File: src/rtl/rgb_pipe_reg.sv
// DEPTH-stage valid/ready pipeline of skid slices carrying an r/g/b pixel.
// Each stage's upstream ready is its registered skid-empty flag, so ready never chains combinationally.
module rgb_pipe_reg #(
    parameter int             CW          = 8,
    parameter int             DEPTH       = 2,
    parameter bit             RESET_DATA  = 1'b1,
    parameter logic [CW-1:0]  RESET_VALUE = '0,
    parameter int             LW          = $clog2(2*DEPTH+1)
) (
    input  logic          clk,
    input  logic          reset,
    input  logic          flush,
    input  logic          in_valid,
    output logic          in_ready,
    input  logic [CW-1:0] in_r,
    input  logic [CW-1:0] in_g,
    input  logic [CW-1:0] in_b,
    output logic          out_valid,
    input  logic          out_ready,
    output logic [CW-1:0] out_r,
    output logic [CW-1:0] out_g,
    output logic [CW-1:0] out_b,
    output logic [LW-1:0] level
);
    localparam int DW = 3 * CW;

    logic [DEPTH-1:0] main_v;
    logic [DEPTH-1:0] skid_v;
    logic [DW-1:0]    main_d [DEPTH];
    logic [DW-1:0]    skid_d [DEPTH];
    logic [DEPTH-1:0] up_valid;
    logic [DEPTH-1:0] dn_ready;
    logic [DW-1:0]    up_data [DEPTH];
    logic [LW-1:0]    level_q;
    logic             in_xfer;
    logic             out_xfer;

    // Reset gates the handshake outputs so nothing moves while it is held.
    assign in_ready  = ~skid_v[0] & ~reset;
    assign out_valid = main_v[DEPTH-1] & ~reset;
    assign {out_r, out_g, out_b} = main_d[DEPTH-1];
    assign level     = reset ? '0 : level_q;
    assign in_xfer   = in_valid & in_ready;
    assign out_xfer  = out_valid & out_ready;

    for (genvar k = 0; k < DEPTH; k++) begin : g_stage
        if (k == 0) begin : g_first
            assign up_valid[k] = in_valid;
            assign up_data[k]  = {in_r, in_g, in_b};
        end else begin : g_mid
            assign up_valid[k] = main_v[k-1];
            assign up_data[k]  = main_d[k-1];
        end

        if (k == DEPTH - 1) begin : g_last
            assign dn_ready[k] = out_ready;
        end else begin : g_inner
            assign dn_ready[k] = ~skid_v[k+1];
        end

        always_ff @(posedge clk) begin
            if (reset || flush) begin
                main_v[k] <= 1'b0;
                skid_v[k] <= 1'b0;
            end else if (!main_v[k] || dn_ready[k]) begin
                if (skid_v[k]) begin
                    main_v[k] <= 1'b1;
                    skid_v[k] <= 1'b0;
                end else begin
                    main_v[k] <= up_valid[k];
                end
            end else if (up_valid[k] && !skid_v[k]) begin
                skid_v[k] <= 1'b1;
            end
        end

        // Data only loads from a valid source, so idle inputs never disturb held values.
        always_ff @(posedge clk) begin
            if (RESET_DATA && reset) begin
                main_d[k] <= {3{RESET_VALUE}};
                skid_d[k] <= {3{RESET_VALUE}};
            end else if (!reset && !flush) begin
                if (!main_v[k] || dn_ready[k]) begin
                    if (skid_v[k]) begin
                        main_d[k] <= skid_d[k];
                    end else if (up_valid[k]) begin
                        main_d[k] <= up_data[k];
                    end
                end else if (up_valid[k] && !skid_v[k]) begin
                    skid_d[k] <= up_data[k];
                end
            end
        end
    end

    always_ff @(posedge clk) begin
        if (reset || flush) begin
            level_q <= '0;
        end else begin
            level_q <= level_q + LW'(in_xfer) - LW'(out_xfer);
        end
    end
endmodule

File: config.mk
export PLATFORM = sky130hd
export DESIGN_NAME = rgb_pipe_reg
export DESIGN_NICKNAME = d
export VERILOG_FILES = /design/src/rtl/rgb_pipe_reg.sv
export SDC_FILE = /design/constraint.sdc
export NUM_CORES = 1
export LEC_CHECK = 0
export ABC_CLOCK_PERIOD_IN_PS = 3000
export CAP_MARGIN = 20
export CORE_ASPECT_RATIO = 0.75
export CORE_MARGIN = 4
export CORE_UTILIZATION = 30
export DETAILED_ROUTE_END_ITERATION = 8
export PLACE_DENSITY = 0.59
export SLEW_MARGIN = 5
export SYNTH_ARGS = -nofsm -noshare
export SYNTH_HDL_FRONTEND = slang
export SYNTH_SLANG_ARGS = --single-unit
File: constraint.sdc
create_clock -name clk -period 3 [get_ports clk]
set_input_delay 0.6 -clock clk [delete_from_list [all_inputs] [get_ports clk]]
set_output_delay 0.6 -clock clk [all_outputs]
set_load 0.005 [all_outputs]
# == Word level (Yosys, flattened, before mapping) ==
# Memories as Yosys holds them, arrays and structs flattened.
# Cells that the tools add are included.
# classes
bitwise_logic,13
n_mux,43
reduce_logical,14
add_sub_neg,2
# ops
operator,n
2-to-1 mux 24 bit,6
2-to-1 mux 1 bit,36
logical NOT 1 bit,6
OR 1 bit,6
bitwise AND 1 bit,4
OR reduction 2 bit,2
adder 3 x 1 -> 3 bit,1
logical AND 1 bit,3
logical OR 1 bit,3
2-to-1 mux 3 bit,1
inverter 1 bit,3
subtractor 3 x 1 -> 3 bit,1
# word_totals
input_bits,29
out_inout_bits,29
mem_bits_rw,96
regBits,7
memories,2
# memory_table
name,words,width,read_ports,rd_clocked_by_memory_dff,write_ports,line,rtl
main_d,2,24,2,0,2,29,logic [DW-1:0] main_d [DEPTH];
skid_d,2,24,2,0,2,30,logic [DW-1:0] skid_d [DEPTH];

# == Longest topological paths before layout ==
# depth
word_depth,8
depth_mapped,11

# == Least setup slack after synthesis ==
# Ideal clock, no wire load.
# synth_path
path_kind,input -> register
start,input out_ready
end,memory main_d[1][0] (netlist name) (enable)
t_arrival_ns,2.666
setup_slack_ns,-0.109
setup_ns,0.442
stages,3
t_required_ns,2.558
cell_sequence,nor2b_1 clkbuf_1 o31ai_1
# synth_rtl
element,line,rtl
"start, declared",19,"input logic out_ready,"
"end, declared",29,

# == Worst setup path after layout ==
# layout_path
start,input reset
end,register level_q[2]
# layout_between
elab_chain_len,5
word_cells_on_any_way,8
classes_between,2 x add/sub; 5 x bitwise; 1 x reduce/logical
# layout_lines
element,line,rtl
"start, declared",11,"input logic reset,"
inverter 1 bit,"39, 40",
bitwise AND 1 bit,39,assign in_ready = ~skid_v[0] & ~reset;
bitwise AND 1 bit,43,assign in_xfer = in_valid & in_ready;
adder 3 x 1 -> 3 bit,100,level_q <= level_q + LW'(in_xfer) - LW'(out_xfer);
subtractor 3 x 1 -> 3 bit,100,
"end signal, assigned",100,
"end, declared",34,logic [LW-1:0] level_q;
# Parallel ways exist; a longest one is shown, timed or not.
# A chain may end at the register's enable or synchronous reset.

==> flow_summary_export.csv <==
group,metric,value,unit
synth,synth_edf_count,96,
final_layout,drive_above_1_share,0.186,
flow_run,drv_cap,0,
detailed_routing,wl_per_cell,14.4,um
floorplan,core_area,16300,sq um
sta,setup_tns,0,ns
final_layout,fillCellCount,1517,
detailed_routing,viasPerCell,4.52,
global_route,antenna_found_initial,0,
clocking,h-tree-depth,3,
synth,async_flop_share,0,
final_layout,final_area,6070,sq um
global_route,grt_pass1_wl,16100,um
floorplan,initial_core_util,0.311,
global_route,grt_pass1_vias,2965,
synth,synth_top_cell_area_share,0.569,
floorplan,die_h,121,um
sta,max_slew_margin,0.695,
synth,synth_cell_types,31,
synth,netlist_top_cells_count,"96 x edfxtp_1, 52 x inv_1, 50 x nand2_1",
clocking,cts.sinks,103,
global_route,grt_max_degree,54,
synth,synth_cells,418,
synth,synth_nets,450,
detailed_routing,dr.pass1.iters,4,
placed_design,post-place-cells,662,
synth,synth_top_flop_cell,"edfxtp_1",
global_route,overflow,0,
pwr,powerDensity,508,nW/um^2
clocking,cts_tree,"built",
detailed_routing,via_count,3062,
sta,worstMarginPinSlew,0.458,ns
sta,setup_viol,0,
floorplan,fp.dieW,158,um
final_layout,nets,495,
final_layout,fin_cells,678,
critical_path,cp.arrival,2.74,ns
global_route,grt_usage,0.108,
synth,synthMostInstantiatedCell,"edfxtp_1",
clocking,clkTransAtPathRegs,0.07,ns
sta,finalHoldViolCount,0,
sta,timing.hold.ws,0.521,ns
run_status,status,"completed",
clocking,cts_setup_buffers,0,
critical_path,r2r_cells,9,
synth,netlist_top_cells_area,"edfxtp_1 57%, nor3_2 9.3%, nand3b_1 7.3%",
synth,yosysSeqAreaShare,0.597,
clocking,clock_path_buffers,2,
sta,fin_crit_sh,0.837,
critical_path,crit_type,"in -> reg",
critical_path,cp.required,3.23,ns
clocking,clock_latency,0.34,ns
placed_design,port_buffers,57,
synth,syn_area_per_cell,12.1,sq um
sta,slew_viol_final,0,
clocking,post_cts_resized,0,
critical_path,cp_max_fo,2,
floorplan,rows,40,
final_layout,utilization,0.373,
clocking,cts_inserted_buffers,9,
sta,fin_skew,0.00580,ns
final_layout,syn_to_final_growth,20.0,%
pwr,p_leak,1.96,nW
detailed_routing,routed_wl,9770,um
synth,yosysTopAreaCell,"edfxtp_1",
sta,rsz0062_at_grt,"no",
critical_path,reg2reg_setup_slack,0.91,ns
hold_path,whs_path_depth,2,
critical_path,startpoint_type,"primary input",
clocking,postCtsHoldBufs,0,
sta,period_needed,2.51,ns
clocking,ctsRootBufferMaster,"clkbuf_16",
sta,fmax,398,MHz
pwr,ir_drop,273,uV
synth,ys_ff_latch,103,
placed_design,place_area,5760,sq um
hold_path,hp-class,"reg -> reg",
critical_path,crit_path_end_kind,"register",
detailed_routing,postRouteAntennaNets,0,
synth,ys_warn_count,0,
floorplan,io_pins,58,
placed_design,globalplace.congestion,0.751,
detailed_routing,drt_iter0_markers,247,
placed_design,place_hpwl,6510,um
detailed_routing,drcViolationCount,0,
floorplan,dieArea,19000,sq um
synth,netlist_area,5060,sq um
final_layout,diodes,0,
==> layout by cell type, fill, tap and decap left out <==
cell type / count
a211o_2: 1
bufinv_16: 2
and2_1: 1
or3b_1: 1
clkbuf_1: 1
clkdlybuf4s50_1: 57
nand2_1: 50
clkinv_2: 1
nor2b_1: 1
inv_1: 52
clkinvlp_4: 1
a21oi_1: 26
nor3_2: 47
nor2_1: 6
or2_1: 1
nand2b_1: 1
clkbuf_16: 9
dfxtp_1: 7
nor3_1: 2
nor3_4: 1
or3b_2: 1
and2b_2: 4
clkinv_1: 1
fa_1: 1
ha_1: 2
o2bb2ai_1: 1
xnor3_1: 1
o31ai_4: 1
o21ai_2: 3
nand3b_1: 49
edfxtp_1: 96
clkinv_4: 1
a211oi_1: 24
buf_4: 15
==> routing by layer <==
layer  vias to the layer above  share of wire  GRT usage
met1                      1429           0.53      0.165
met3                         9          0.058     0.0347
met4                         0          0.011     0.0304
met2                        77           0.40      0.144
li1                       1547              -          -
met5                         -              0          0
==> power breakdown <==
group | internal (mW) | switching, mW
combinational | 0.0909 | 0.113
sequential | 1.63 | 0.0268
clock | 0.728 | 0.497
total | 2.45 | 0.637
==> registers in the layout, summed over array words and instances, names as in the netlist <==
signal   cells
skid_v       2
main_v       2
level_q      3
skid_d      48
main_d      48
==> cell families (layout without fill, tap and decap cells) <==
family | count (synthesis) | in the layout | synth area share
simple gates | 165 | 165 | 0.228
flops | 103 | 103 | 0.597
buf+inv | 90 | 140 | 0.0927
compound gates | 56 | 56 | 0.0694
fa+ha+maj | 3 | 3 | 0.00889
xor+xnor | 1 | 1 | 0.00445
==> final timing paths <==
| kind | startpoint | end |
|---|---|---|
| max | reset | level_q[2] |
| min | main_v[1] | skid_v[1] |
| max reg2reg | main_v[1] | level_q[2] |
| min reg2reg | main_v[1] | skid_v[1] |
==> worst max-delay path, cell delays in order <==
cell,delay [ns]
clkdlybuf4s50_1,0.47
and2b_2,0.22
and2_1,0.16
ha_1,0.28
inv_1,0.06
ha_1,0.13
inv_1,0.05
fa_1,0.36
xnor3_1,0.37
nor2_1,0.04
==> layout make-up <==
cell class,count,area [sq um],area share
Sequential cell,103,3020,0.498
Multi-Input combinational cell,225,1600,0.263
Timing Repair Buffer,72,683,0.112
Tap cell,210,263,0.0433
Clock buffer,10,229,0.0377
Inverter,52,195,0.0321
Clock inverter,6,85.1,0.0140
==> per-stage QoR <==
step	setup slack, ns	total power, mW
floorplan	0.186	1.78
global placement	0.180	1.89
detailed placement	0.136	1.89
CTS	0.497	3.12
global route	0.438	3.19
finish	0.489	3.09
(Power assumes the default switching activity.)
